<file path="src/rtl/demux1x8_framer_if.sv">
// Purpose: bundles the TDM input word, its qualifiers and the eight demuxed channel outputs.
// Latency: none, this is wiring only.
// Backpressure: none; the framer accepts a word on every cycle in_valid is high.
interface demux1x8_framer_if #(
    parameter int WIDTH = 4
);
    logic [WIDTH-1:0] IN;
    logic             in_valid;
    logic             sof;
    logic [WIDTH-1:0] OUT1;
    logic [WIDTH-1:0] OUT2;
    logic [WIDTH-1:0] OUT3;
    logic [WIDTH-1:0] OUT4;
    logic [WIDTH-1:0] OUT5;
    logic [WIDTH-1:0] OUT6;
    logic [WIDTH-1:0] OUT7;
    logic [WIDTH-1:0] OUT8;
    logic [2:0]       slot;
    logic             frame_done;

    // Source of the TDM stream; observes the channels.
    modport master (
        output IN, in_valid, sof,
        input  OUT1, OUT2, OUT3, OUT4, OUT5, OUT6, OUT7, OUT8, slot, frame_done
    );

    // The framer itself.
    modport slave (
        input  IN, in_valid, sof,
        output OUT1, OUT2, OUT3, OUT4, OUT5, OUT6, OUT7, OUT8, slot, frame_done
    );
endinterface

</file>
<file path="src/rtl/demux1x8_framer.sv">
// Purpose: demultiplexes a TDM word stream into 8 registered channels; sof realigns to slot 0.
// Latency: a word shows on its OUTn one cycle after acceptance (FRAME_SHADOW_EN: all 8 at frame end).
// Backpressure: none; every in_valid word is accepted. Macro FRAME_SHADOW_EN selects shadowed update.
module demux1x8_framer #(
    parameter int WIDTH = 4
) (
    input  logic                clk,
    input  logic                rst,
    demux1x8_framer_if.slave    bus
);
    logic [2:0]       cnt;
    logic [2:0]       wr_slot;
    logic             done_q;
    logic [WIDTH-1:0] ch [8];

    // sof overrides the counter so the current word (if any) lands in slot 0.
    always_comb begin
        wr_slot = cnt;
        if (bus.sof) begin
            wr_slot = 3'd0;
        end
    end

    // Slot counter and frame-complete pulse.
    always_ff @(posedge clk or posedge rst) begin
        if (rst) begin
            cnt    <= 3'd0;
            done_q <= 1'b0;
        end else begin
            done_q <= bus.in_valid && (wr_slot == 3'd7);
            if (bus.in_valid) begin
                cnt <= wr_slot + 3'd1;
            end else if (bus.sof) begin
                cnt <= 3'd0;
            end
        end
    end

`ifdef FRAME_SHADOW_EN
    logic [WIDTH-1:0] shadow [8];

    // Collect words in shadow storage; publish all channels together when slot 7 is written.
    always_ff @(posedge clk or posedge rst) begin
        if (rst) begin
            for (int i = 0; i < 8; i++) begin
                shadow[i] <= '0;
                ch[i]     <= '0;
            end
        end else if (bus.in_valid) begin
            shadow[wr_slot] <= bus.IN;
            if (wr_slot == 3'd7) begin
                for (int i = 0; i < 7; i++) begin
                    ch[i] <= shadow[i];
                end
                ch[7] <= bus.IN;
            end
        end
    end
`else
    // Each accepted word goes straight into its channel register.
    always_ff @(posedge clk or posedge rst) begin
        if (rst) begin
            for (int i = 0; i < 8; i++) begin
                ch[i] <= '0;
            end
        end else if (bus.in_valid) begin
            ch[wr_slot] <= bus.IN;
        end
    end
`endif

    assign bus.slot       = cnt;
    assign bus.frame_done = done_q;
    assign bus.OUT1       = ch[0];
    assign bus.OUT2       = ch[1];
    assign bus.OUT3       = ch[2];
    assign bus.OUT4       = ch[3];
    assign bus.OUT5       = ch[4];
    assign bus.OUT6       = ch[5];
    assign bus.OUT7       = ch[6];
    assign bus.OUT8       = ch[7];
endmodule

</file>
<file path="src/flat_wrapper.sv">
// flat-port wrapper written by rule: the top's interface ports become plain ports
module demux1x8_framer_flat 
#(
    parameter int WIDTH = 4
)
  (clk, rst, bus_IN, bus_in_valid, bus_sof, bus_OUT1, bus_OUT2, bus_OUT3, bus_OUT4, bus_OUT5, bus_OUT6, bus_OUT7, bus_OUT8, bus_slot, bus_frame_done);
  demux1x8_framer_if #(.WIDTH(WIDTH)) bus_i ();
  input  logic clk;
  input  logic rst;
  input wire logic [$bits(bus_i.IN)-1:0] bus_IN;
  input wire logic [$bits(bus_i.in_valid)-1:0] bus_in_valid;
  input wire logic [$bits(bus_i.sof)-1:0] bus_sof;
  output wire logic [$bits(bus_i.OUT1)-1:0] bus_OUT1;
  output wire logic [$bits(bus_i.OUT2)-1:0] bus_OUT2;
  output wire logic [$bits(bus_i.OUT3)-1:0] bus_OUT3;
  output wire logic [$bits(bus_i.OUT4)-1:0] bus_OUT4;
  output wire logic [$bits(bus_i.OUT5)-1:0] bus_OUT5;
  output wire logic [$bits(bus_i.OUT6)-1:0] bus_OUT6;
  output wire logic [$bits(bus_i.OUT7)-1:0] bus_OUT7;
  output wire logic [$bits(bus_i.OUT8)-1:0] bus_OUT8;
  output wire logic [$bits(bus_i.slot)-1:0] bus_slot;
  output wire logic [$bits(bus_i.frame_done)-1:0] bus_frame_done;
  assign bus_i.IN = bus_IN;
  assign bus_i.in_valid = bus_in_valid;
  assign bus_i.sof = bus_sof;
  assign bus_OUT1 = bus_i.OUT1;
  assign bus_OUT2 = bus_i.OUT2;
  assign bus_OUT3 = bus_i.OUT3;
  assign bus_OUT4 = bus_i.OUT4;
  assign bus_OUT5 = bus_i.OUT5;
  assign bus_OUT6 = bus_i.OUT6;
  assign bus_OUT7 = bus_i.OUT7;
  assign bus_OUT8 = bus_i.OUT8;
  assign bus_slot = bus_i.slot;
  assign bus_frame_done = bus_i.frame_done;
  demux1x8_framer #(.WIDTH(WIDTH)) u_core (.clk(clk), .rst(rst), .bus(bus_i));
endmodule
</file>
<file path="config.mk">
export PLATFORM = sky130hd
export DESIGN_NAME = demux1x8_framer_flat
export DESIGN_NICKNAME = d
export VERILOG_FILES = /design/src/rtl/demux1x8_framer_if.sv /design/src/rtl/demux1x8_framer.sv /design/src/flat_wrapper.sv
export SDC_FILE = /design/constraint.sdc
export NUM_CORES = 1
export LEC_CHECK = 0
export BUFFER_PORTS_ARGS = -buffer_cell sky130_fd_sc_hd__buf_2
export CORE_ASPECT_RATIO = 0.7
export CORE_MARGIN = 2
export CORE_UTILIZATION = 45
export CTS_CLUSTER_SIZE = 20
export DETAILED_ROUTE_END_ITERATION = 7
export GPL_TIMING_DRIVEN = 0
export PLACE_DENSITY_LB_ADDON = 0.05
export SETUP_SLACK_MARGIN = 0.05
export SLEW_MARGIN = 10
export SYNTH_ARGS = -nofsm -noshare
export SYNTH_HDL_FRONTEND = slang
export SYNTH_SLANG_ARGS = --single-unit
export TNS_END_PERCENT = 1
</file>
<file path="constraint.sdc">
create_clock -name clk -period 1.5 [get_ports clk]
set_input_delay 0.225 -clock clk [delete_from_list [all_inputs] [get_ports clk]]
set_output_delay 0.225 -clock clk [all_outputs]
set_load 0.02 [all_outputs]
</file>
==> impl_metrics.csv <==
group,metric,value,unit
run_status,status,"finished clean",
routing,dr.first_iter.drc_count,16,
critical_path,critPathCaptureType,"flip-flop",
floorplanning,num_io_pins,44,
routing,post_drt_wl_per_cell,14.5,µm
critical_path,startpoint_type,"flip-flop",
sta,clock_skew,0.00357,ns
critical_path,crit_required,1.66,ns
sta,rsz0062_at_grt,"yes",
sta,fmax,0.671,GHz
pwr,cellPowerDensity,1520,nW/µm²
clock_network,numCtsBuffers,5,
logic_synthesis,syn_inst,95,
global_route,antenna_found_initial,0,
placed_design,dpl_cell_area,1720,µm²
sta,max-slew-margin-rel,51.2,%
floorplanning,fp.dieH,51.5,µm
global_route,grt_pass1_wl,4.49,mm
critical_path,crit_fanout,4,
routing,firstDrtPassIters,4,
layout,layout-drive-gt1-share,66.2,%
run,drv_cap,0,
layout,antenna_cells,0,
layout,fin_area,1890,µm²
sta,hold_viol,0,
logic_synthesis,synth_fa_ha_area_share,0.863,%
pwr,swShare,32.0,%
routing,drt-total-wl,2.74,mm
logic_synthesis,synth-seq-cells,36,
routing,via_per_inst,4.95,
placed_design,gp_routability_congestion,0.723,
clock_network,cts_tree,"yes",
clock_network,cts_sinks,36,
pwr,power_frac_comb,30.9,%
logic_synthesis,synthesis.nets,104,
global_route,grt_max_degree,37,
layout,fillCellCount,251,
sta,period_share,99.3,%
pwr,seqPwrFrac,45.3,%
placed_design,dp_hpwl,1.90,mm
global_route,grtUsageTotal,16.8,%
logic_synthesis,yosysUniqueCellTypes,20,
sta,slew_violations,0,
hold_path,min_path_type,"input pin to async pin",
sta,setup_tns,0,ns
logic_synthesis,synth-compound-area-share,0.345,%
clock_network,holdBufCountCts,0,
routing,ant_nets,0,
critical_path,slowest_stage,"or4_4",
floorplanning,start_util,46.7,%
floorplanning,fp.dieW,71.9,µm
pwr,clkPwrFrac,23.7,%
logic_synthesis,synthXorXnorAreaFrac,1.21,%
clock_network,root_buffer,"clkbuf_8",
pwr,power.switching,922,µW
clock_network,clockBufferDepth,2,
critical_path,max_stage_delay,0.52,ns
logic_synthesis,synthMuxAreaShare,26.7,%
global_route,grt_pass1_vias,866,
layout,nNetsFinal,159,
routing,dr_total_vias,936,
pwr,ir_drop,1120,µV
clock_network,htree_num_levels,2,
critical_path,crit_path_cell_trace,"or4_4, buf_6, mux2_4",
pwr,p_int,1.96,mW
sta,setup_viol,0,
layout,area_growth,30.6,%
critical_path,crit_type,"flip-flop to flip-flop",
logic_synthesis,synth.cell_area,1450,µm²
critical_path,cp.arrival,1.65,ns
sta,worst_pin_slew,0.732,ns
routing,drc,0,
floorplanning,die_area,3700,µm²
placed_design,io_buffers,42,
clock_network,clk_pin_slew,0.07,ns
floorplanning,rows,17,
logic_synthesis,yosys.area_share.simple,7.59,%
floorplanning,coreArea,3110,µm²
global_route,grt.overflow.total,0,
logic_synthesis,synth_top_family_by_area,"multiplexers",
clock_network,insertion_delay,0.27,ns
pwr,p_leak,1.00,nW
logic_synthesis,synth_seq_area_share,62.1,%
sta,period_minus_slack,1.49,ns
logic_synthesis,syn_avg_cell_area,15.3,µm²
logic_synthesis,yosys_warnings,0,
-- worst max-delay path: cells and delay by family, from the launching register on --
kind / cells / cell delay (ns)
AND/OR/NAND/NOR: 1 / 0.52
flip-flops: 1 / 0.42
multiplexers: 1 / 0.29
buffers and inverters: 1 / 0.15
-- metal layers --
layer	wire, µm	up-vias	track usage, %
li1	-	440	-
met1	1240	471	22.4
met2	1330	25	25.9
met3	168	0	6.78
met4	0	0	3.77
met5	0	-	0
-- layout make-up --
class | count | area, µm² | share of cell area (%)
buffer | 2 | 16.3 | 0.859
clock buffer | 8 | 90.1 | 4.76
inverter | 2 | 7.51 | 0.396
multi-input combinational | 55 | 573 | 30.3
sequential | 36 | 905 | 47.8
tap | 38 | 47.5 | 2.51
timing repair buffer | 48 | 255 | 13.5
-- power by group through the flow --
| stage | clock (mW) | sequential [mW] | combinational, mW |
|---|---|---|---|
| 6_report | 0.685 | 1.31 | 0.893 |
| 5_1_grt | 0.754 | 1.34 | 0.955 |
| 3_3_place_gp | 0 | 1.32 | 0.836 |
| 2_1_floorplan | 0 | 1.61 | 0.273 |
| 3_5_place_dp | 0 | 1.33 | 0.843 |
| 4_1_cts | 0.700 | 1.31 | 0.877 |
-- Yosys cell counts --
master    number  area (µm²)
dfrtp_1       36         901
mux2_2        29         327
nor2_1         5        18.8
mux2_4         4        60.1
nand2b_1       4        25.0
buf_2          2        10.0
inv_1          2        7.51
and2_1         1        6.26
ha_1           1        12.5
nand2_1        1        3.75
nand3_1        1        5.00
nand3b_1       1        7.51
nor2b_1        1        6.26
nor3_1         1        5.00
nor3_2         1        10.0
nor4b_2        1        15.0
o21ai_0        1        5.00
or4_1          1        7.51
xnor2_1        1        8.76
xor2_1         1        8.76
-- kinds of logic (layout without fill, tap and decap cells) --
group                      after synthesis  after routing
xor gates and xnor gates                 2              2
buffers and inverters                    4             60
adders and majority gates                1              1
DFF                                     36             36
and+or+nand+nor                         18             18
AOI/OAI and AO/OA                        1              1
muxes                                   33             33
-- worst paths after layout --
kind	slack, ns	depth (start not counted)	endpoint	from
hold reg to reg	0.50	1	u_core.bus.OUT7[0]	u_core.bus.OUT7[0]
setup reg to reg	0.01	3	u_core.bus.OUT2[1]	u_core.bus.slot[2]
max in group asynchronous	0.92	2	u_core.bus.slot[2]	rst
min in group clk	0.19	2	u_core.bus.slot[1]	bus_sof
setup / recovery	0.01	3	u_core.bus.OUT2[1]	u_core.bus.slot[2]
hold / removal	0.07	2	u_core.bus.OUT3[3]	rst
-- through the flow --
| stage | util [%] | total power [mW] | cells | worst slack [ns] | hold slack, ns |
|---|---|---|---|---|---|
| final | 61.0 | 2.89 | 189 | 0.0101 | 0.0682 |
| after global routing | 61.0 | 3.05 | 189 | -0.0240 | 0.138 |
| after detailed placement | 55.5 | 2.18 | 175 | -0.0410 | 0.393 |
| after global placement | 55.5 | 2.16 | 175 | -0.0733 | 0.452 |
| after CTS | 59.6 | 2.89 | 186 | -0.0141 | 0.0926 |
| after floorplan | - | 1.88 | 95 | -0.0344 | 0.288 |
-- cell usage in the layout (no fill, tap or decap), types with 2 or more instances in the layout --
master / count
mux2_2: 27
buf_2: 43
dfrtp_1: 33
nor2_2: 2
nand2b_1: 3
clkbuf_8: 6
nor2_1: 3
buf_4: 6
mux2_4: 6
dfrtp_2: 3
clkbuf_1: 2
-- sequential cells by signal, summed over array words and instances (netlist names) --
signal                 cells
u_core.bus.frame_done      1
u_core.bus.OUT8            4
u_core.bus.OUT2            4
u_core.bus.OUT5            4
u_core.bus.OUT7            4
u_core.bus.OUT3            4
u_core.bus.OUT4            4
u_core.bus.OUT1            4
u_core.bus.slot            3
u_core.bus.OUT6            4
-- what timing repair did --
item,in CTS,in global routing
setup buffers,3,3
resized for setup,5,6
endpoints found under the setup margin,20,21
pin swaps,0,2
No activity file was read; power rests on OpenSTA's default activity.
